## src/rtl/fifo_pkg.sv

```systemverilog
// Shared definitions for the opcode-driven FIFO and the controllers that drive it.
package fifo_pkg;

    typedef enum logic [1:0] {
        OP_NOP     = 2'b00,
        OP_READ    = 2'b01,
        OP_WRITE   = 2'b10,
        OP_INVALID = 2'b11
    } opcode_e;

    localparam logic DATA_VALID   = 1'b1;
    localparam logic DATA_INVALID = 1'b0;

    localparam logic FLAG_ASSERTED = 1'b1;
    localparam logic FLAG_CLEAR    = 1'b0;
    localparam int   FLAG_EMPTY_BIT = 0;
    localparam int   FLAG_FULL_BIT  = 1;

    // Ceiling log2, used for index and counter widths.
    function automatic int log2(input int value);
        int result;
        result = 0;
        for (int i = 0; i < 31; i++) begin
            if ((32'sd1 <<< i) < value) begin
                result = i + 1;
            end else begin
                result = result;
            end
        end
        return result;
    endfunction

endpackage

```

## src/rtl/rr_priority_pick.sv

```systemverilog
// Combinational round-robin pick: lowest eligible index at or above ptr, wrapping.
module rr_priority_pick #(
    parameter int NUM_REQ  = 4,
    parameter int ID_WIDTH = 2
) (
    input  logic [NUM_REQ-1:0]  eligible,
    input  logic [ID_WIDTH-1:0] ptr,
    output logic                any_grant,
    output logic [ID_WIDTH-1:0] winner
);

    localparam logic [2*NUM_REQ-1:0] ONE = {{(2*NUM_REQ-1){1'b0}}, 1'b1};

    logic [2*NUM_REQ-1:0] doubled_s;
    logic [2*NUM_REQ-1:0] mask_s;
    logic [2*NUM_REQ-1:0] masked_s;

    // Lower copy is masked below ptr; the unmasked upper copy provides the wrap-around.
    always_comb begin
        doubled_s = {eligible, eligible};
        mask_s    = ~((ONE << ptr) - ONE);
        masked_s  = doubled_s & mask_s;
        any_grant = |eligible;
        winner    = '0;
        for (int i = 2*NUM_REQ - 1; i >= 0; i--) begin
            winner = masked_s[i] ? ID_WIDTH'(i % NUM_REQ) : winner;
        end
    end

endmodule

```

## src/rtl/fifo_access_arbiter.sv

```systemverilog
// Round-robin controller sharing one opcode-driven FIFO among several requesters,
// with shadow occupancy tracking and an ID-tagged read-return pipeline.
module fifo_access_arbiter
    import fifo_pkg::*;
#(
    parameter int NUM_REQ      = 4,
    parameter int DATA_WIDTH   = 4,
    parameter int OPCODE_WIDTH = 2,
    parameter int NUM_ENTRIES  = 4,
    parameter int ID_WIDTH     = log2(NUM_REQ),
    parameter int CNT_WIDTH    = log2(NUM_ENTRIES) + 1
) (
    input  logic                               clk,
    input  logic                               reset,
    input  logic [NUM_REQ-1:0]                 req,
    input  logic [NUM_REQ*OPCODE_WIDTH-1:0]    req_op,
    input  logic [NUM_REQ*DATA_WIDTH-1:0]      req_data,
    output logic [NUM_REQ-1:0]                 grant,
    output logic [OPCODE_WIDTH+DATA_WIDTH-1:0] vector_out,
    input  logic [DATA_WIDTH-1:0]              fifo_data_in,
    output logic                               rd_valid,
    output logic [DATA_WIDTH-1:0]              rd_data,
    output logic [ID_WIDTH-1:0]                rd_id,
    output logic [CNT_WIDTH-1:0]               count
);

    localparam logic [OPCODE_WIDTH-1:0] OPC_NOP   = OPCODE_WIDTH'(OP_NOP);
    localparam logic [OPCODE_WIDTH-1:0] OPC_READ  = OPCODE_WIDTH'(OP_READ);
    localparam logic [OPCODE_WIDTH-1:0] OPC_WRITE = OPCODE_WIDTH'(OP_WRITE);
    localparam logic [CNT_WIDTH-1:0]    CNT_FULL  = CNT_WIDTH'(NUM_ENTRIES);
    localparam logic [DATA_WIDTH-1:0]   DATA_ZERO = {DATA_WIDTH{1'b0}};

    logic [OPCODE_WIDTH-1:0]              op_s [NUM_REQ];
    logic [DATA_WIDTH-1:0]                data_s [NUM_REQ];
    logic [NUM_REQ-1:0]                   eligible_s;
    logic                                 any_grant_s;
    logic [ID_WIDTH-1:0]                  winner_s;
    logic [NUM_REQ-1:0]                   grant_next_s;
    logic [OPCODE_WIDTH+DATA_WIDTH-1:0]   vector_next_s;
    logic [CNT_WIDTH-1:0]                 count_next_s;
    logic [ID_WIDTH-1:0]                  ptr_next_s;
    logic                                 rd_issue_s;

    logic [NUM_REQ-1:0]                   grant_r;
    logic [OPCODE_WIDTH+DATA_WIDTH-1:0]   vector_r;
    logic [CNT_WIDTH-1:0]                 count_r;
    logic [ID_WIDTH-1:0]                  ptr_r;
    logic                                 pipe0_valid_r;
    logic [ID_WIDTH-1:0]                  pipe0_id_r;
    logic                                 pipe1_valid_r;
    logic [ID_WIDTH-1:0]                  pipe1_id_r;
    logic                                 rd_valid_r;
    logic [DATA_WIDTH-1:0]                rd_data_r;
    logic [ID_WIDTH-1:0]                  rd_id_r;

    // Unpack requests and qualify them against the shadow count so the FIFO never overflows or underflows.
    always_comb begin
        for (int i = 0; i < NUM_REQ; i++) begin
            op_s[i]       = req_op[i*OPCODE_WIDTH +: OPCODE_WIDTH];
            data_s[i]     = req_data[i*DATA_WIDTH +: DATA_WIDTH];
            eligible_s[i] = req[i] &&
                            (((op_s[i] == OPC_WRITE) && (count_r < CNT_FULL)) ||
                             ((op_s[i] == OPC_READ)  && (count_r != '0)));
        end
    end

    rr_priority_pick #(
        .NUM_REQ  (NUM_REQ),
        .ID_WIDTH (ID_WIDTH)
    ) u_pick (
        .eligible  (eligible_s),
        .ptr       (ptr_r),
        .any_grant (any_grant_s),
        .winner    (winner_s)
    );

    // Next grant, FIFO command, occupancy and pointer for the winning request.
    always_comb begin
        grant_next_s  = '0;
        vector_next_s = {OPC_NOP, DATA_ZERO};
        count_next_s  = count_r;
        ptr_next_s    = ptr_r;
        rd_issue_s    = 1'b0;
        if (any_grant_s) begin
            grant_next_s = NUM_REQ'(1) << winner_s;
            ptr_next_s   = (winner_s == ID_WIDTH'(NUM_REQ - 1)) ? '0 : winner_s + ID_WIDTH'(1);
            case (op_s[winner_s])
                OPC_WRITE: begin
                    vector_next_s = {OPC_WRITE, data_s[winner_s]};
                    count_next_s  = count_r + CNT_WIDTH'(1);
                end
                OPC_READ: begin
                    vector_next_s = {OPC_READ, DATA_ZERO};
                    count_next_s  = count_r - CNT_WIDTH'(1);
                    rd_issue_s    = DATA_VALID;
                end
                default: begin
                    vector_next_s = {OPC_NOP, DATA_ZERO};
                    count_next_s  = count_r;
                end
            endcase
        end else begin
            grant_next_s = '0;
            ptr_next_s   = ptr_r;
        end
    end

    // State and output registers; the two-stage pipeline lines the ID up with FIFO read data.
    always_ff @(posedge clk) begin
        if (reset) begin
            grant_r       <= '0;
            vector_r      <= {OPC_NOP, DATA_ZERO};
            count_r       <= '0;
            ptr_r         <= '0;
            pipe0_valid_r <= DATA_INVALID;
            pipe0_id_r    <= '0;
            pipe1_valid_r <= DATA_INVALID;
            pipe1_id_r    <= '0;
            rd_valid_r    <= 1'b0;
            rd_data_r     <= DATA_ZERO;
            rd_id_r       <= '0;
        end else begin
            grant_r       <= grant_next_s;
            vector_r      <= vector_next_s;
            count_r       <= count_next_s;
            ptr_r         <= ptr_next_s;
            pipe0_valid_r <= rd_issue_s;
            pipe0_id_r    <= winner_s;
            pipe1_valid_r <= pipe0_valid_r;
            pipe1_id_r    <= pipe0_id_r;
            rd_valid_r    <= pipe1_valid_r;
            if (pipe1_valid_r) begin
                rd_data_r <= fifo_data_in;
                rd_id_r   <= pipe1_id_r;
            end else begin
                rd_data_r <= rd_data_r;
                rd_id_r   <= rd_id_r;
            end
        end
    end

    assign grant      = grant_r;
    assign vector_out = vector_r;
    assign count      = count_r;
    assign rd_valid   = rd_valid_r;
    assign rd_data    = rd_data_r;
    assign rd_id      = rd_id_r;

endmodule

```

## config.mk

```make
export PLATFORM = sky130hd
export DESIGN_NAME = fifo_access_arbiter
export DESIGN_NICKNAME = d
export VERILOG_FILES = /design/src/rtl/fifo_pkg.sv /design/src/rtl/rr_priority_pick.sv /design/src/rtl/fifo_access_arbiter.sv
export SDC_FILE = /design/constraint.sdc
export NUM_CORES = 1
export LEC_CHECK = 0
export ABC_AREA = 0
export BUFFER_PORTS_ARGS = -buffer_cell sky130_fd_sc_hd__buf_2
export CORE_MARGIN = 2
export CORE_UTILIZATION = 52
export CTS_BUF_LIST = sky130_fd_sc_hd__clkbuf_16
export DETAILED_ROUTE_END_ITERATION = 6
export PLACE_DENSITY = 0.85
export SYNTH_ARGS = -nofsm -noshare
export SYNTH_HDL_FRONTEND = slang
export SYNTH_SLANG_ARGS = --single-unit
export TNS_END_PERCENT = 10
```

## constraint.sdc

```tcl
create_clock -name clk -period 7.27 [get_ports clk]
set_clock_uncertainty 0.1 [all_clocks]
set_input_delay 0.727 -clock clk [delete_from_list [all_inputs] [get_ports clk]]
set_output_delay 0.727 -clock clk [all_outputs]
set_load 0.01 [all_outputs]
```

==> metrics, run 1 <==
cts hold-fix bufs 0; Post-CTS Setup Inserts 0; status finished clean; unrepaired setup endpoints after global routing no; Die Y between 50 and 60 µm; required time worst endpoint ~7.4 ns; peak supply drop around 260 µV; met3 Track Usage GR a little over 5%; most frequent cells in the layout buf_2 (53), dfxtp_1 (28), nor2_1 (17); sequential fraction of the synthesis area between 30% and 40%; Final #Nets 238; crit path kind reg2reg; Initial Utilization approximately 56%; initial drt markers 35; ant diodes 0; share of cells above drive strength 1 between 30 and 40%; Hold Path Stages 1; I/O Buffers 53; die width 56.31 µm; area share of the largest cell type after synthesis between 30% and 40%; total power about 0.53 mW; CP Cell Sequence or3_1 > a32o_1 > and2_4 > a2bb2oi_1 > o211ai_2 > mux2i_1 > mux2i_1 > ha_1 > or4b_4 > a211oi_1 > a221o_1; Placement Rows 18; initial antenna violation count 0; layer with the highest usage met2; CTS clk-pin slew, worst paths about 0.060 ns; Fmax between 200 and 250 MHz; slowest stage delay, CP around 0.57 ns; hold endpoint pipe1_id_r[0]; Die ar. around 3200 µm²; Post-DRT Antenna Nets 0; Routability Congestion 0.8613; drt wl/cell about 13 µm; Area growth syn-to-layout 23.83%; R2R Path Start count[2]; filler instances just under 200; clock sinks 28; Worst-Margin Slew 0.9792 ns; routing usage on met1 roughly 24%; final setup TNS 0 ns; cell family with most CP delay compound AO/OA/AOI/OAI gates; slowest CP cell or4b_4; TritonCTS clock tree done; Hold Startpoint pipe0_id_r[0]; Buf/Inv on CP 0; DRC Markers 0; Critical Path Start Type register; largest net degree at the start of global routing 23; max_slew headroom between 30% and 40%; syn_area_per_cell 9.612 µm²; Cell Pwr Density approximately 300 nW/µm²; HPWL Detailed about 2400 µm; Max Cap Violations 0; cells on worst reg2reg path 11; most common cell after layout, fill and taps aside buf_2; Cells after Synth ~150; final hold viol count 0; synthesized flop and latch total 28; drt via density between 5 and 6; Vias ~1200; Final setup viols 0; worst path arrival time roughly 4.4 ns; Netlist Area Pre-Place roughly 1400 µm²; Resize count post-CTS 0; leakage power 0.8253 nW; WL final between 3000 and 4000 µm; Crit Path Max Fanout 11; Synth area leaders dfxtp_1 (39%), mux2i_1 (8.4%), nor2_1 (4.5%); Crit. End Element register; cts bufs inserted 3; Max Buffers Root-to-Sink 2; H-tree Lvls 1; met2 Resource Use GR 35.13%; first-pass GRT wire length 5099 µm; clk_lat worst skew 0.26 ns; post-route minimum period around 4.3 ns; vias in the first global route between 1000 and 1500; io pins 54; Reg2Reg Setup Slack between 2 and 3 ns; HP Class reg2reg; total gr overflow 0; total iterations of the first detailed-routing run 4; Core Box Area around 2500 µm²; largest area contributor in the netlist dfxtp_1; Tot GR Track Use about a fifth; count of different cell masters after synthesis 39; max-slew violation count 0; Crit path top cell by count mux2i_1; Ys Warns 0; period utilization roughly three fifths; root buffer cell clkbuf_16; reg-to-reg critical path endpoint vector_out[1]; Syn Nets 187
==> worst max-delay path by stage <==
stage	slack, ns	cells past startpoint	end	startpoint
2_1_floorplan	3.43	12	vector_out[0]	req_op[2]
3_3_place_gp	3.07	12	vector_out[2]	req_op[2]
3_5_place_dp	2.82	12	vector_out[1]	req_op[3]
4_1_cts	2.96	11	vector_out[1]	count[2]
5_1_grt	2.66	11	vector_out[1]	count[2]
6_report	2.96	11	vector_out[1]	count[2]
==> layer usage <==
layer,vias to the layer above,part of all wire (%)
li1,632,-
met1,571,44
met2,37,50
met3,2,6.5
met4,0,0.33
met5,-,0
==> logic make-up after synthesis <==
family                     count (synthesis)  share of synthesized area (%)
muxes                                     15                          10.82
AOI/OAI and AO/OA                         27                          16.62
DFF                                       28                          39.40
and+or+nand+nor                           58                          22.60
adders and majority gates                  5                          4.398
xor gates and xnor gates                   3                          1.847
buffers and inverters                     12                          4.309
==> through the flow <==
stage          std cells  instance area (µm²)  worst slack, ns  util, %  hold slack (ns)
3_3_place_gp         224                 1683            3.070    66.13           0.3280
5_1_grt              228                 1762            2.659    69.22           0.3638
6_report             228                 1762            2.956    69.22           0.3292
3_5_place_dp         224                 1683            2.823    66.13           0.3218
4_1_cts              228                 1762            2.955    69.22           0.3324
2_1_floorplan        148                 1423            3.430        -           0.3138
==> where the power goes <==
part / internal [mW] / switching [mW]
Combinational: 0.0971 / 0.119
Sequential: 0.175 / 0.0179
Clock: 0.0735 / 0.0463
Total: 0.346 / 0.183
==> cells in the mapped netlist <==
library cell / n
a22o_1: 3
a221oi_1: 1
a22oi_1: 1
mux2_2: 3
a2111oi_4: 1
nand2_1: 7
and3b_1: 2
or2_2: 1
and2_1: 1
and2_4: 1
o21ai_0: 4
a32o_1: 2
nand2_2: 1
o211ai_2: 1
or4b_4: 1
a221o_1: 4
nor4b_2: 1
buf_1: 1
a32oi_1: 2
and3_1: 2
buf_6: 2
nor4_1: 2
xor2_1: 1
a2bb2oi_1: 1
or3_1: 2
clkbuf_1: 3
a211oi_1: 5
a21oi_1: 2
nor2b_1: 9
nor2_1: 17
nor3_1: 5
nand2b_1: 5
inv_1: 5
dfxtp_1: 28
buf_2: 1
xnor2_1: 2
ha_1: 5
mux2i_1: 12
nor3b_1: 1
==> registers in the layout (all words and copies together) (netlist names), 2 cells and up <==
signal,flops
vector_out,6
grant,4
rd_data,4
count,3
pipe0_id_r,2
pipe1_id_r,2
ptr_r,2
rd_id,2
==> final cells by class <==
| type | instances | area [µm²] | area share (%) |
|---|---|---|---|
| inverter | 5 | 18.77 | 1.065 |
| clock buffer | 3 | 75.07 | 4.261 |
| timing repair buffer | 53 | 265.3 | 15.06 |
| clock inverter | 1 | 3.754 | 0.2131 |
| multi-input combinational | 108 | 800.8 | 45.45 |
| sequential | 28 | 560.5 | 31.82 |
| tap | 30 | 37.54 | 2.131 |
No activity file was read; power rests on OpenSTA's default activity.
==> inputs of run 2 (changes only) <==
--- a/config.mk
+++ b/config.mk
@@ -8,10 +8,10 @@
 export ABC_AREA = 0
 export BUFFER_PORTS_ARGS = -buffer_cell sky130_fd_sc_hd__buf_2
 export CORE_MARGIN = 2
-export CORE_UTILIZATION = 52
+export CORE_UTILIZATION = 48
 export CTS_BUF_LIST = sky130_fd_sc_hd__clkbuf_16
 export DETAILED_ROUTE_END_ITERATION = 6
-export PLACE_DENSITY = 0.85
+export PLACE_DENSITY = 0.79
 export SYNTH_ARGS = -nofsm -noshare
 export SYNTH_HDL_FRONTEND = slang
 export SYNTH_SLANG_ARGS = --single-unit
==> constraint.sdc (replaced) <==
create_clock -name clk -period 4 [get_ports clk]
set_clock_uncertainty 0.1 [all_clocks]
set_input_delay 0.4 -clock clk [delete_from_list [all_inputs] [get_ports clk]]
set_output_delay 0.4 -clock clk [all_outputs]
set_load 0.01 [all_outputs]
==> run 2 against run 1 <==
Against the previous run:
- clock power is 80% higher
- final area is 1.7% higher
- clock-buffer cell count stayed put
- largest power group unchanged
- highest routed layer unchanged
- critical endpoint is now vector_out[0]
- core utilization is 4.8 points lower
- non-clock buffer count is 2 higher
- combinational power is 92% higher
- via count is 0.89% higher
==> metrics, run 2 (synthesis gave the netlist of run 1 again) <==
ant diodes 0 (unchanged); Met2 Wirelength 1459 µm (-3.4%); WL met3 191 µm (-3.0%); Placed Area 1699 µm² (+0.97%); H-tree Lvls 1 (unchanged); total gr overflow 0 (unchanged); Fmax 262.8 MHz (+13%); Max Cap Violations 0 (unchanged); filler instances 226 (+15%); largest net degree at the start of global routing 23 (unchanged); placed cells 227 (+1.3%); Routability Congestion 0.8414 (-2.3%); Post-DRT Antenna Nets 0 (unchanged); Die ar. 3415 µm² (+7.7%); clock sinks 28 (unchanged); HP Class in2reg; Area growth syn-to-layout 25.95%; HPWL Detailed 2323 µm (-1.6%); fin cells 231 (+1.3%); Post-Layout Inst Area 1792 µm² (+1.7%); share of cells above drive strength 1 35.50% (+2.2 points); Critical Path Start Type register; die width 58.44 µm (+3.8%); I/O Buffers 53 (unchanged); max reg flops 6 (unchanged); final hold viol count 0 (unchanged); WL final 2911 µm (-4.3%); most frequent cells in the layout buf_2 (53), dfxtp_1 (28), nor2_1 (17); unrepaired setup endpoints after global routing no; clk_lat worst skew 0.25 ns (about the same); cts hold-fix bufs 0 (unchanged); slowest CP cell or4b_4; Cell Pwr Density 547.8 nW/µm² (+83%); WHS 0.2657 ns (-0.06352 ns); Placement Rows 19 (+1); crit path kind reg2reg; Die Y 58.44 µm (+3.8%); Max Buffers Root-to-Sink 2 (unchanged); cts bufs inserted 3 (unchanged); io pins 54 (unchanged); Final #Nets 240 (+0.84%); first-pass GRT wire length 4995 µm (-2.0%); Initial Utilization 51.15% (-4.8 points); CTS clk-pin slew, worst paths 0.06 ns (about the same); DRC Markers 0 (unchanged); Final setup viols 0 (unchanged); total iterations of the first detailed-routing run 4 (unchanged); Vias 1253 (+0.89%); drt wl/cell 12.60 µm (-5.5%); peak supply drop 417.4 µV (+60%); Core Box Area 2781 µm² (+9.3%); drt via density 5.424 (-0.42%); status finished clean; vias in the first global route 1188 (+1.2%); leakage power 0.8311 nW (+0.71%); CP Cell Sequence or3_4 > a32o_1 > and2_4 > or3_1 > o211ai_2 > mux2_2 > mux2i_1 > ha_1 > or4b_4 > a211oi_2 > a221o_1; max-slew violation count 0 (unchanged); TritonCTS clock tree done; Worst-Margin Slew 0.4525 ns (-0.5267 ns); slowest stage delay, CP 0.58 ns (about the same); required time worst endpoint 4.10 ns (-3.27 ns); root buffer cell clkbuf_16; DR top layer met4; Tot GR Track Use 18.88% (-0.82 points); Crit. End Element register; met1 WL 1225 µm (-7.5%); Crit Path Max Fanout 7 (-4); period utilization 95.13% (+36 points); initial antenna violation count 0 (unchanged); post-route minimum period 3.805 ns (-0.5090 ns); worst path arrival time 3.90 ns (-0.52 ns); max_slew headroom 69.84% (+35 points); most common cell after layout, fill and taps aside buf_2; Reg2Reg Setup Slack 0.19 ns (-2.76 ns); initial drt markers 34 (-2.9%)
==> run 2: cell types whose count changed in the layout (fill, tap and decap cells not counted) <==
| cell | before | now |
|---|---|---|
| a211oi_2 | 0 | 1 |
| o21ai_0 | 4 | 3 |
| mux2i_1 | 12 | 11 |
| mux2i_2 | 0 | 1 |
| a211oi_1 | 5 | 4 |
| buf_4 | 0 | 2 |
| or3_4 | 0 | 1 |
| or3_1 | 2 | 1 |
| o21ai_1 | 0 | 1 |
==> run 2: path summary, 6_finish.rpt <==
kind / from / end / cells after the start
worst max-delay path: count[2] / vector_out[0] / 11
worst min-delay path: req_data[3] / vector_out[3] / 2
worst max register to register: count[2] / vector_out[0] / 11
worst min register to register: pipe0_valid_r / pipe1_valid_r / 1
==> run 2: worst max-delay path: cells and delay by family (launching register included) <==
kind                       cells  cell delay, ns
AOI/OAI and AO/OA              4            0.91
adders and majority gates      1            0.31
DFF                            1            0.37
muxes                          2            0.54
and+or+nand+nor                4            1.52
==> run 2: per-layer routing <==
layer / track usage (%) / vias to the layer above
li1: - / 635
met1: 21.37 / 572
met2: 34.35 / 44
met3: 1.978 / 2
met4: 10.30 / 0
met5: 0 / -
==> run 2: through the flow <==
| stage | power (mW) | util (%) | TNS [ns] | setup WS [ns] |
|---|---|---|---|---|
| after floorplan | 0.6677 | - | 0 | 0.1635 |
| after global placement | 0.7407 | 61.09 | 0 | 0.1222 |
| after detailed placement | 0.7580 | 61.09 | -0.01127 | -0.009523 |
| after CTS | 0.9773 | 64.10 | 0 | 0.04064 |
| after global routing | 1.054 | 64.42 | 0 | 0.01761 |
| final | 0.9815 | 64.42 | 0 | 0.1949 |
==> run 2: power breakdown <==
part / internal, mW / total, mW / switching, mW
registers: 0.318 / 0.352 / 0.0339
clock network: 0.133 / 0.216 / 0.0824
logic: 0.195 / 0.414 / 0.219
==> run 2: what timing repair did <==
item / in CTS / in global routing
resized for setup: 1 / 3
buffers inserted: 0 / 0
endpoints found under the setup margin: 4 / 5
==> run 2: cell type report <==
type                            instances  area [µm²]  area share, %
Multi-Input combinational cell        108       814.5          45.46
Sequential cell                        28       560.5          31.28
Timing Repair Buffer                   55       280.3          15.64
Clock buffer                            3       75.07          4.190
Tap cell                               31       38.79          2.165
Inverter                                5       18.77          1.047
Clock inverter                          1       3.754         0.2095
==> inputs of run 3 (changes only) <==
--- a/config.mk
+++ b/config.mk
@@ -12,6 +12,7 @@
 export CTS_BUF_LIST = sky130_fd_sc_hd__clkbuf_16
 export DETAILED_ROUTE_END_ITERATION = 6
 export PLACE_DENSITY = 0.79
+export RECOVER_POWER = 100
 export SYNTH_ARGS = -nofsm -noshare
 export SYNTH_HDL_FRONTEND = slang
 export SYNTH_SLANG_ARGS = --single-unit
==> run 3 against run 2 <==
Against the previous run:
- via count is 0.24% lower
- register-to-register slack barely moved
- hold slack worse by 0.0019 ns
- fmax barely moved
- final cell count is the same
- global-route usage unchanged
- worst setup slack worse by 0.0034 ns
- critical path type unchanged
- critical endpoint unchanged
- largest cell class unchanged
- largest power group unchanged
==> metrics, run 3 (synthesis gave the netlist of run 1 again) <==
status finished clean; required time worst endpoint 4.10 ns (about the same); placed cells 227 (unchanged); Crit Path Max Fanout 7 (unchanged); first-pass GRT wire length 4995 µm (unchanged); H-tree Lvls 1 (unchanged); initial drt markers 43 (+26%); total iterations of the first detailed-routing run 4 (unchanged); max reg flops 6 (unchanged); Placement Rows 19 (unchanged); Die ar. 3415 µm² (unchanged); total gr overflow 0 (unchanged); unrepaired setup endpoints after global routing no; final hold viol count 0 (unchanged); Die Y 58.44 µm (unchanged); initial antenna violation count 0 (unchanged); Post-Layout Inst Area 1757 µm² (-2.0%); max-slew violation count 0 (unchanged); period utilization 95.21% (about the same); Max Cap Violations 0 (unchanged); clk_lat worst skew 0.26 ns (about the same); HP Class in2reg; root buffer cell clkbuf_16; HPWL Detailed 2323 µm (unchanged); vias in the first global route 1188 (unchanged); I/O Buffers 53 (unchanged); Max Buffers Root-to-Sink 2 (unchanged); Worst-Margin Slew 0.4595 ns (+0.006978 ns); Vias 1250 (-0.24%); routing usage on met1 21.37% (unchanged); cts bufs inserted 3 (unchanged); Post-CTS Setup Inserts 0 (unchanged); crit path kind reg2reg; CTS clk-pin slew, worst paths 0.06 ns (about the same); sequential cell area 560.5 µm² (unchanged); ant diodes 0 (unchanged); TritonCTS clock tree done; io pins 54 (unchanged); Crit. End Element register; Final setup viols 0 (unchanged); layer with the highest usage met2; Post-DRT Antenna Nets 0 (unchanged); Final #Nets 240 (unchanged); Initial Utilization 51.15% (unchanged); max_slew headroom 69.37% (-0.47 points); fin cells 231 (unchanged); Core Box Area 2781 µm² (unchanged); post-route minimum period 3.809 ns (+0.003417 ns); Tot GR Track Use 18.88% (unchanged); Cell Pwr Density 552.4 nW/µm² (+0.84%); worst path arrival time 3.91 ns (about the same); met3 Track Usage GR 1.978% (unchanged); drt via density 5.411 (-0.24%); DRC Markers 0 (unchanged); largest net degree at the start of global routing 23 (unchanged); WL final 2963 µm (+1.8%); Critical Path Start Type register; Area growth syn-to-layout 23.48%; peak supply drop 413.2 µV (-1.0%); leakage power 0.7399 nW (-11%); share of cells above drive strength 1 24.50% (-11 points); clock sinks 28 (unchanged); die width 58.44 µm (unchanged); met2 Resource Use GR 34.35% (unchanged); Placed Area 1699 µm² (unchanged); most frequent cells in the layout buf_2 (33), dfxtp_1 (28), clkbuf_1 (21); Routability Congestion 0.8414 (unchanged); cts hold-fix bufs 0 (unchanged); area of the multi-input gates 808.3 µm² (-0.77%); total power 0.9704 mW (-1.1%); drt wl/cell 12.83 µm (+1.8%); Fmax 262.6 MHz (about the same); most common cell after layout, fill and taps aside buf_2; filler instances 239 (+5.8%)
run 3: where the power goes:
| group | leakage (nW) | switching [mW] | total (mW) | internal (mW) |
|---|---|---|---|---|
| logic | 0.474 | 0.216 | 0.401 | 0.184 |
| clock network | 0.0385 | 0.0834 | 0.217 | 0.134 |
| registers | 0.227 | 0.0349 | 0.353 | 0.318 |
run 3: metrics by stage:
| stage | setup slack (ns) | TNS, ns | util, % | hold slack, ns |
|---|---|---|---|---|
| after floorplan | 0.1635 | 0 | - | 0.3138 |
| after global placement | 0.1222 | 0 | 61.09 | 0.3178 |
| after detailed placement | -0.009523 | -0.01127 | 61.09 | 0.3281 |
| after CTS | 0.04064 | 0 | 64.10 | 0.2621 |
| after global routing | 0.01793 | 0 | 63.16 | 0.2832 |
| final | 0.1915 | 0 | 63.16 | 0.2638 |
run 3: per-layer routing:
| metal | part of all wire [%] | wire, µm |
|---|---|---|
| met1 | 44 | 1293 |
| met2 | 48 | 1432 |
| met3 | 6.3 | 188 |
| met4 | 1.7 | 50 |
| met5 | 0 | 0 |
run 3: final timing paths:
path                                 endpoint  slack, ns          start  depth (start not counted)
worst max-delay path            vector_out[0]       0.19       count[2]                         11
worst min-delay path            vector_out[3]       0.26    req_data[3]                          2
worst max register to register  vector_out[0]       0.19       count[2]                         11
worst min register to register  pipe1_valid_r       0.34  pipe0_valid_r                          1
run 3: what timing repair did:
item	in CTS	in global routing
setup endpoints to repair	4	5
pin swaps	0	0
resized for setup	1	3
run 3: area by class of cell:
| cell class | count | share of cell area [%] |
|---|---|---|
| multi-input cells | 108 | 46.01 |
| clock buffers | 3 | 4.274 |
| inverters | 5 | 1.068 |
| flip-flops and latches | 28 | 31.91 |
| clock inverters | 1 | 0.2137 |
| repair buffers | 55 | 14.32 |
| well taps | 31 | 2.208 |
run 3: worst max-delay path: stages (launching register included):
cell and delay (ns):
dfxtp_1 0.37, or3_4 0.44, a32o_1 0.25, and2_4 0.18, or3_1 0.32, o211ai_2 0.13, mux2_2 0.38, mux2i_1 0.16
ha_1 0.31, or4b_4 0.58, a211oi_2 0.33, a221o_1 0.20
